File: src/rtl/if_fetch_unit.sv
// Credit-controlled instruction fetch stage: issues reads to a 1-cycle synchronous
// instruction RAM, buffers {pc, instr} pairs in a small FIFO and hands them to ID
// over valid/ready. Define IF_FETCH_BYPASS_EN to forward responses straight to ID
// when the buffer is empty (saves one cycle of fetch latency).
module if_fetch_unit #(
    parameter int              PC_W      = 32,
    parameter int              ADDR_W    = 12,
    parameter logic [PC_W-1:0] RESET_PC  = '0,
    parameter int              BUF_DEPTH = 4
) (
    input  logic              clk,
    input  logic              rst,
    output logic [ADDR_W-1:0] instr_ram_addr,
    output logic              instr_ram_rd,
    input  logic [31:0]       instr_ram_din,
    input  logic              branch_take,
    input  logic [PC_W-1:0]   branch_pc,
    input  logic              id_ready,
    output logic              if2id_valid,
    output logic [PC_W-1:0]   if2id_pc,
    output logic [31:0]       if2id_instruction
);

    localparam int PTR_W = $clog2(BUF_DEPTH);

    // One bit wider than a pointer so occupancy + inflight never wraps.
    typedef logic [PTR_W+1:0] credit_t;

    logic [PC_W-1:0]  fetch_pc;
    logic [PC_W-1:0]  req_pc;
    logic             inflight;
    logic [PTR_W:0]   wr_ptr;
    logic [PTR_W:0]   rd_ptr;
    logic [PTR_W:0]   count;

    logic [PC_W-1:0]  pc_mem    [BUF_DEPTH];
    logic [31:0]      instr_mem [BUF_DEPTH];

    logic             fifo_empty;
    logic             fifo_full;
    logic             resp_valid;
    logic             push;
    logic             fifo_pop;
    logic             pop;
    logic             issue;
    credit_t          credit;
    logic [PC_W-1:0]  branch_target;
    logic [PC_W-1:0]  head_pc;
    logic [31:0]      head_instr;

    assign count         = wr_ptr - rd_ptr;
    assign fifo_empty    = (wr_ptr == rd_ptr);
    assign fifo_full     = (wr_ptr[PTR_W] != rd_ptr[PTR_W]) &&
                           (wr_ptr[PTR_W-1:0] == rd_ptr[PTR_W-1:0]);
    assign branch_target = branch_pc & ~PC_W'(3);
    assign head_pc       = pc_mem[rd_ptr[PTR_W-1:0]];
    assign head_instr    = instr_mem[rd_ptr[PTR_W-1:0]];

    // A response landing in a redirect cycle belongs to the old path: drop it.
    assign resp_valid = inflight && !branch_take;

`ifdef IF_FETCH_BYPASS_EN
    logic bypass_hit;

    assign bypass_hit = resp_valid && fifo_empty;
    assign push       = resp_valid && !(bypass_hit && id_ready);
    assign fifo_pop   = !fifo_empty && id_ready;

    // NOTE: every output gets a default first so no path through the block infers a latch.
    always_comb begin
        if2id_valid       = 1'b0;
        if2id_pc          = '0;
        if2id_instruction = '0;
        if (!fifo_empty) begin
            if2id_valid       = 1'b1;
            if2id_pc          = head_pc;
            if2id_instruction = head_instr;
        end else if (bypass_hit) begin
            if2id_valid       = 1'b1;
            if2id_pc          = req_pc;
            if2id_instruction = instr_ram_din;
        end
    end
`else
    assign push     = resp_valid;
    assign fifo_pop = !fifo_empty && id_ready;

    // NOTE: every output gets a default first so no path through the block infers a latch.
    always_comb begin
        if2id_valid       = 1'b0;
        if2id_pc          = '0;
        if2id_instruction = '0;
        if (!fifo_empty) begin
            if2id_valid       = 1'b1;
            if2id_pc          = head_pc;
            if2id_instruction = head_instr;
        end
    end
`endif

    assign pop = if2id_valid && id_ready;

    // Buffered + in-flight words after this cycle's pop must leave room for one more read.
    assign credit = credit_t'(count) + credit_t'(inflight) - credit_t'(pop);
    assign issue  = !rst && !branch_take && (credit < credit_t'(BUF_DEPTH));

    assign instr_ram_rd   = issue;
    assign instr_ram_addr = fetch_pc[ADDR_W+1:2];

    // NOTE: sequential state uses non-blocking assignments so every register samples pre-edge values.
    always_ff @(posedge clk) begin
        if (rst) begin
            fetch_pc <= RESET_PC;
            inflight <= 1'b0;
            wr_ptr   <= '0;
            rd_ptr   <= '0;
        end else begin
            inflight <= issue;
            if (branch_take) begin
                fetch_pc <= branch_target;
                wr_ptr   <= '0;
                rd_ptr   <= '0;
            end else begin
                if (issue)    fetch_pc <= fetch_pc + PC_W'(4);
                if (push)     wr_ptr   <= wr_ptr + 1'b1;
                if (fifo_pop) rd_ptr   <= rd_ptr + 1'b1;
            end
        end
    end

    // NOTE: buffer storage and the request PC are not reset; the pointers and inflight flag qualify them.
    always_ff @(posedge clk) begin
        if (issue) req_pc <= fetch_pc;
        if (push) begin
            pc_mem[wr_ptr[PTR_W-1:0]]    <= req_pc;
            instr_mem[wr_ptr[PTR_W-1:0]] <= instr_ram_din;
        end
    end

    a_no_overflow : assert property (@(posedge clk) disable iff (rst)
        push |-> (!fifo_full || fifo_pop));

    a_hold_stable : assert property (@(posedge clk) disable iff (rst)
        (if2id_valid && !id_ready && !branch_take) |=>
            (if2id_valid && $stable(if2id_pc) && $stable(if2id_instruction)));

endmodule
File: config.mk
export PLATFORM = sky130hd
export DESIGN_NAME = if_fetch_unit
export DESIGN_NICKNAME = d
export VERILOG_FILES = /design/src/rtl/if_fetch_unit.sv
export SDC_FILE = /design/constraint.sdc
export NUM_CORES = 1
export LEC_CHECK = 0
export ABC_AREA = 1
export CELL_PAD_IN_SITES_DETAIL_PLACEMENT = 2
export CELL_PAD_IN_SITES_GLOBAL_PLACEMENT = 2
export CORE_UTILIZATION = 33
export DETAILED_ROUTE_END_ITERATION = 10
export GPL_ROUTABILITY_DRIVEN = 1
export PLACE_DENSITY_LB_ADDON = 0.1
export SYNTH_ARGS = -nofsm -noshare
export SYNTH_HDL_FRONTEND = slang
export SYNTH_SLANG_ARGS = --single-unit
export TNS_END_PERCENT = 10
File: constraint.sdc
create_clock -name clk -period 4.1 [get_ports clk]
set_clock_uncertainty 0.15 [all_clocks]
set_input_delay 0.615 -clock clk [delete_from_list [all_inputs] [get_ports clk]]
set_output_delay 0.615 -clock clk [all_outputs]
set_load 0.005 [all_outputs]
==> results.txt, run 1 <==
status: finished, final reports clean
Slew HR: 39.7%
fin. max-slew vios: 0
Pwr Density: 456 mW/mm^2
Yosys cell types: 27
register area share after synthesis: 68.5%
Worst setup EP type: primary output
CP Launch Type: flop
Worst-path clk slew: 0.06 ns
Pwr Total: 0.00751 W
commonest cells after routing, fill and taps aside: nor2_1 (290), edfxtp_1 (278), nand2_1 (196), o21ai_0 (142), clkdlybuf4s50_1 (140)
Detailed Route Iter0 Violations: 380
DR pass1 iterations: 4
share of post-route cells with drive strength above 1: 7.09%
Data arrival, critical path: 3.04 ns
Vias/cell: 4.92
RSZ-0062 raised after global routing: no
min Tclk post-route: 3.80 ns
largest net degree at the start of global routing: 125
I/O Pins: 146
GP Congestion: 0.728
Final #Nets: 1463
peak supply drop: 0.000213 V
post-synthesis area per instance: 10.6 um^2
number of remaining DRC errors: 0
period utilization: 92.7%
leak pwr: 5.63 nW
Area contributors post-synth: edfxtp_1 (63%), nor2_1 (8.3%), dfxtp_1 (5.9%)
vias in the first global route: 10500
CTS tree: yes
cell count after synthesis: 1258
clk buf depth: 3
setup ws final: 0.298 ns
flops & latches, synth: 317
Area growth, synth to finish: 23.7%
Setup-failing EPs final: 0
Cell Rows: 73
class of the worst hold path: reg2reg
Chip Height: 203 um
die width: 203 um
Hold-fix buffers, CTS: 0
first-pass GRT wire length: 58900 um
critical path required time: 3.34 ns
Initial Utilization: 33.5%
post-synth top area share: 62.7%
gr usage total: 18.6%
CTS Sinks: 317
wirelength, routed: 38000 um
port bufs: 141
GR Overflow Total: 0
commonest non-fill, non-tap cell in the layout: nor2_1
routed via count: 9523
Core ar.: 0.0397 mm^2
post-place setup slack: 0.286 ns
leading area contributor after synthesis: edfxtp_1
drt wl/cell: 19.6 um
CTS root buffer: clkbuf_16
H-tree Lvls: 2
Syn. warnings: 0
DP Wirelength: 23400 um
Post-Syn Area: 0.0133 mm^2
final hold viol count: 0
MaxCap Viol Count: 0
CTS Buf Count: 37
Worst Tran Pin Value: 0.905 ns
die area: 0.0412 mm^2
crit-path max FO: 5
ANT nets after route: 0
critical path type: reg2out
Peak Freq: 263 MHz
WHS: 0.350 ns
Worst-Skew Late Latency: 0.53 ns
initial antenna violation count: 0
## kinds of logic after synthesis
| kind of cell | after synthesis | synth area share (%) |
|---|---|---|
| simple gates | 546 | 16.2 |
| flops | 317 | 68.5 |
| buf+inv | 125 | 4.15 |
| fa+ha+maj | 12 | 1.18 |
| xor+xnor | 2 | 0.132 |
| other cells | 1 | 0.0282 |
| compound gates | 255 | 9.76 |
## report_power, final
group	switching, W	total [W]	internal, W
Combinational	0.000378	0.000652	0.000274
Clock	0.00130	0.00312	0.00182
Sequential	0.0000929	0.00374	0.00365
## Yosys cell counts
| master | n |
|---|---|
| buf_4 | 14 |
| ha_1 | 11 |
| edfxtp_1 | 278 |
| o21bai_1 | 7 |
| a21oi_1 | 102 |
| nand3_1 | 40 |
| and2_1 | 2 |
| o21ai_2 | 1 |
| buf_2 | 13 |
| buf_1 | 1 |
| nand2_2 | 4 |
| inv_1 | 45 |
| inv_2 | 5 |
| clkbuf_1 | 45 |
| nor2_1 | 293 |
| o21ai_1 | 2 |
| o21a_1 | 1 |
| conb_1 | 1 |
| o21ai_0 | 142 |
| nand2_1 | 196 |
| fa_1 | 1 |
| buf_6 | 2 |
| nand4_1 | 2 |
| nor2_4 | 3 |
| nor2_2 | 6 |
| xor2_1 | 2 |
| dfxtp_1 | 39 |
## sequential cells by signal (all words and copies together) (netlist names), named ones only
name / count
instr_mem: 128
pc_mem: 120
fetch_pc: 30
req_pc: 30
rd_ptr: 3
wr_ptr: 3
inflight: 1
## through the flow
step	std cells	setup TNS, ns	instance area [um^2]	utilization, %
floorplan	1259	-21.65	13300	-
global placement	1868	0	15300	38.5
detailed placement	1868	0	15300	38.5
CTS	1935	0	16500	41.4
global route	1936	0	16500	41.5
finish	1937	0	16500	41.5
## repair_timing
action | CTS | global route
gates cloned | 0 | 0
pin swaps | 1 | 1
resized for setup | 2 | 2
setup endpoints to repair | 1 | 1
buffers inserted | 0 | 1
## worst max-delay path, stage by stage (launching register included)
cell,delay (ns)
dfxtp_1,0.32
inv_1,0.16
ha_1,0.19
inv_1,0.05
fa_1,0.41
inv_1,0.08
nand2_1,0.07
nand2_2,0.08
ha_1,0.27
a21oi_1,0.15
nand2_1,0.08
nand3_1,0.09
nand2_2,0.10
nor2_4,0.17
dlygate4sd2_1,0.28
## final cells by class
type / count / area (um^2)
diodes: 1 / 2.50
clock buffers: 46 / 970
clock inverters: 21 / 184
fillers: 4186 / 23300
inverters: 50 / 188
multi-input cells: 817 / 3670
flip-flops and latches: 317 / 9130
well taps: 525 / 657
repair buffers: 160 / 1670
## final timing paths
| check | startpoint | end | slack, ns | depth (start not counted) |
|---|---|---|---|---|
| setup / recovery | wr_ptr[0] | instr_ram_rd | 0.30 | 14 |
| hold / removal | req_pc[26] | pc_mem[2][26] | 0.35 | 0 |
| setup reg to reg | wr_ptr[0] | fetch_pc[11] | 0.51 | 19 |
| hold reg to reg | req_pc[26] | pc_mem[2][26] | 0.35 | 0 |
## per-layer routing
layer  up-vias  global-route usage (%)  share of wire, %
met5         -                       0                 0
met4         0                    4.67               1.8
met3        47                    2.63               2.7
met2       133                    33.9                51
met1      4792                    23.0                44
li1       4551                       -                 -
Note: power is estimated with default switching activity, not from simulation.
==> run 2, diff against run 1 <==
==> config.mk (replaced) <==
export PLATFORM = sky130hd
export DESIGN_NAME = if_fetch_unit
export DESIGN_NICKNAME = d
export VERILOG_FILES = /design/src/rtl/if_fetch_unit.sv
export SDC_FILE = /design/constraint.sdc
export NUM_CORES = 1
export LEC_CHECK = 0
export ABC_AREA = 1
export CORE_UTILIZATION = 45
export DETAILED_ROUTE_END_ITERATION = 10
export GPL_ROUTABILITY_DRIVEN = 1
export PLACE_DENSITY = 0.69
export SYNTH_ARGS = -nofsm -noshare
export SYNTH_HDL_FRONTEND = slang
export SYNTH_SLANG_ARGS = --single-unit
export TNS_END_PERCENT = 10
==> run 2 against run 1 <==
  * Sequential share of layout area grew 1.1 points
  * Setup slack gained 0.094 ns
  * Worst hold slack lost 0.0076 ns
  * Final area shrank 2.0%
  * Via count shrank 3.6%
  * Sequential power is essentially flat
  * Maximum frequency grew 2.5%
  * Flip-flop and latch count is the same
  * Global-route usage grew 0.36 points
  * Largest power group unchanged
==> results.txt, run 2 (synthesized netlist as in run 1, its figures left out) <==
status: finished, final reports clean
MaxCap Viol Count: 0 (unchanged)
clk buf depth: 3 (unchanged)
antenna cells: 0 (-1)
die width: 174 um (-14%)
DR pass1 iterations: 5 (+1)
FF-to-FF path depth: 18 (-1)
CTS tree: yes
CP Launch Type: flop
commonest non-fill, non-tap cell in the layout: nor2_1
Worst setup EP type: primary output
number of remaining DRC errors: 0 (unchanged)
r2r endpoint: fetch_pc[21]
final core utilization: 55.8% (+14 points)
Worst Setup EP: if2id_instruction[11]
die area: 0.0303 mm^2 (-26%)
DP Cell Count: 1726 (-7.6%)
crit-path cells: inv_1, ha_1, nand3_1, inv_2, buf_12, a21oi_1, clkdlybuf4s50_1
critical path type: reg2out
postcts setup bufs: 0 (unchanged)
first-pass GRT wire length: 45500 um (-23%)
Hold-fix buffers, CTS: 0 (unchanged)
port bufs: 141 (unchanged)
Data arrival, critical path: 2.94 ns (-0.10 ns)
Peak Freq: 270 MHz (+2.5%)
max incr delay on CP: 0.68 ns (+0.27 ns)
Setup TNS: 0 ns (unchanged)
Initial Utilization: 46.0% (+13 points)
I/O Pins: 146 (unchanged)
wirelength, routed: 28700 um (-25%)
leak pwr: 5.57 nW (-1.1%)
Slew HR: 30.3% (-9.4 points)
min Tclk post-route: 3.71 ns (-0.0945 ns)
WP depth: 7 (-7)
routed via count: 9184 (-3.6%)
share of post-route cells with drive strength above 1: 6.36% (-0.73 points)
RR Startpoint: wr_ptr[0]
H-tree Lvls: 2 (unchanged)
GR Overflow Total: 0 (unchanged)
flop2flop setup slack: 0.73 ns (+0.22 ns)
Cell Rows: 62 (-15%)
CTS Buf Count: 34 (-8.1%)
crit-path max FO: 38 (+33)
class of the worst hold path: reg2reg
Vias/cell: 5.15 (+4.8%)
Largest register FFs: 128 (unchanged)
period utilization: 90.4% (-2.3 points)
initial antenna violation count: 0 (unchanged)
ANT nets after route: 0 (unchanged)
fin cells: 1783 (-8.0%)
critical path required time: 3.34 ns (about the same)
Area growth, synth to finish: 21.2%
fin. max-slew vios: 0 (unchanged)
Final #Nets: 1458 (-0.34%)
largest net degree at the start of global routing: 97 (-22%)
drt wl/cell: 16.1 um (-18%)
Buf+Inv Stages, Crit Path: 4 (unchanged)
peak supply drop: 0.000281 V (+32%)
DP Wirelength: 16900 um (-28%)
Worst-path clk slew: 0.06 ns (about the same)
Setup-failing EPs final: 0 (unchanged)
Crit. Startpoint: wr_ptr[0]
CTS Sinks: 317 (unchanged)
Worst-Skew Late Latency: 0.50 ns (-0.03 ns)
Crit path max-delay family: buffers and inverters
gr usage total: 19.0% (+0.36 points)
RSZ-0062 raised after global routing: no
Core ar.: 0.0289 mm^2 (-27%)
GP Congestion: 0.850 (+17%)
Pwr Density: 445 mW/mm^2 (-2.4%)
vias in the first global route: 8562 (-18%)
CTS root buffer: clkbuf_16
Chip Height: 174 um (-14%)
Pwr Total: 0.00718 W (-4.4%)
CP max stage cell: inv_2
final hold viol count: 0 (unchanged)
Worst Tran Pin Value: 1.04 ns (+0.139 ns)
commonest cells after routing, fill and taps aside: nor2_1 (290), edfxtp_1 (278), nand2_1 (196), o21ai_0 (142), clkdlybuf4s50_1 (140)
Detailed Route Iter0 Violations: 661 (+74%)
==> run 2: cell count changes in the layout (fill, tap and decap cells not counted), moves of 2 or more <==
cell / delta
clkbuf_1: -2
clkbuf_16: -2
clkinv_8: -2
clkinvlp_4: -2
==> run 2: through the flow <==
| step | setup WS (ns) | hold WS, ns | instance area (um^2) |
|---|---|---|---|
| 3_3_place_gp | 0.390 | 0.324 | 15100 |
| 2_1_floorplan | -0.116 | 0.303 | 13300 |
| 4_1_cts | 0.0367 | 0.343 | 16100 |
| 5_1_grt | 0.163 | 0.355 | 16100 |
| 6_report | 0.392 | 0.342 | 16100 |
| 3_5_place_dp | 0.388 | 0.331 | 15100 |
==> run 2: cell type report <==
| cell class | count | area (um^2) |
|---|---|---|
| clock buffers | 41 | 898 |
| clock inverters | 16 | 131 |
| fillers | 2382 | 12800 |
| inverters | 50 | 188 |
| multi-input cells | 817 | 3670 |
| flip-flops and latches | 317 | 9130 |
| well taps | 384 | 480 |
| repair buffers | 158 | 1640 |
==> run 2: worst min path at each step <==
stage	depth (start not counted)	end	slack [ns]	start
3_3_place_gp	0	req_pc[31]	0.32	fetch_pc[31]
2_1_floorplan	0	req_pc[31]	0.30	fetch_pc[31]
4_1_cts	0	req_pc[31]	0.34	fetch_pc[31]
3_5_place_dp	0	pc_mem[2][24]	0.33	req_pc[24]
5_1_grt	0	pc_mem[0][8]	0.35	req_pc[8]
6_report	2	wr_ptr[2]	0.34	wr_ptr[2]
==> run 2: routing by layer <==
metal / routed length, um / track usage, % / part of all wire (%) / up-vias
met5: 0 / 0 / 0 / -
met4: 526 / 5.19 / 1.8 / 0
met3: 1530 / 2.93 / 5.3 / 40
met2: 13900 / 32.5 / 48 / 277
met1: 12800 / 25.2 / 45 / 4342
li1: - / - / - / 4525
==> run 2: worst reg2reg max path: stages (launching register included) <==
cell and delay, ns:
dfxtp_1 0.36, inv_1 0.12, ha_1 0.32, nand3_1 0.16, nand2_1 0.10, inv_2 0.11
ha_1 0.15, inv_1 0.04, ha_1 0.28, nand3_1 0.11, nand2_1 0.05, nand2_1 0.07
nand3_2 0.11, nor2_4 0.21, buf_4 0.40, nor2_4 0.10, buf_4 0.25, nand2_1 0.09
a21oi_1 0.07
==> run 2: report_power, final <==
part	switching, W	leakage [nW]	internal (W)
Clock	0.00115	0.500	0.00168
Sequential	0.0000863	2.84	0.00365
Combinational	0.000343	2.22	0.000274
==> run 2: repair_timing <==
action,CTS,global route
gates resized for setup,1,2
endpoints found under the setup margin,1,1
pin swaps,1,1
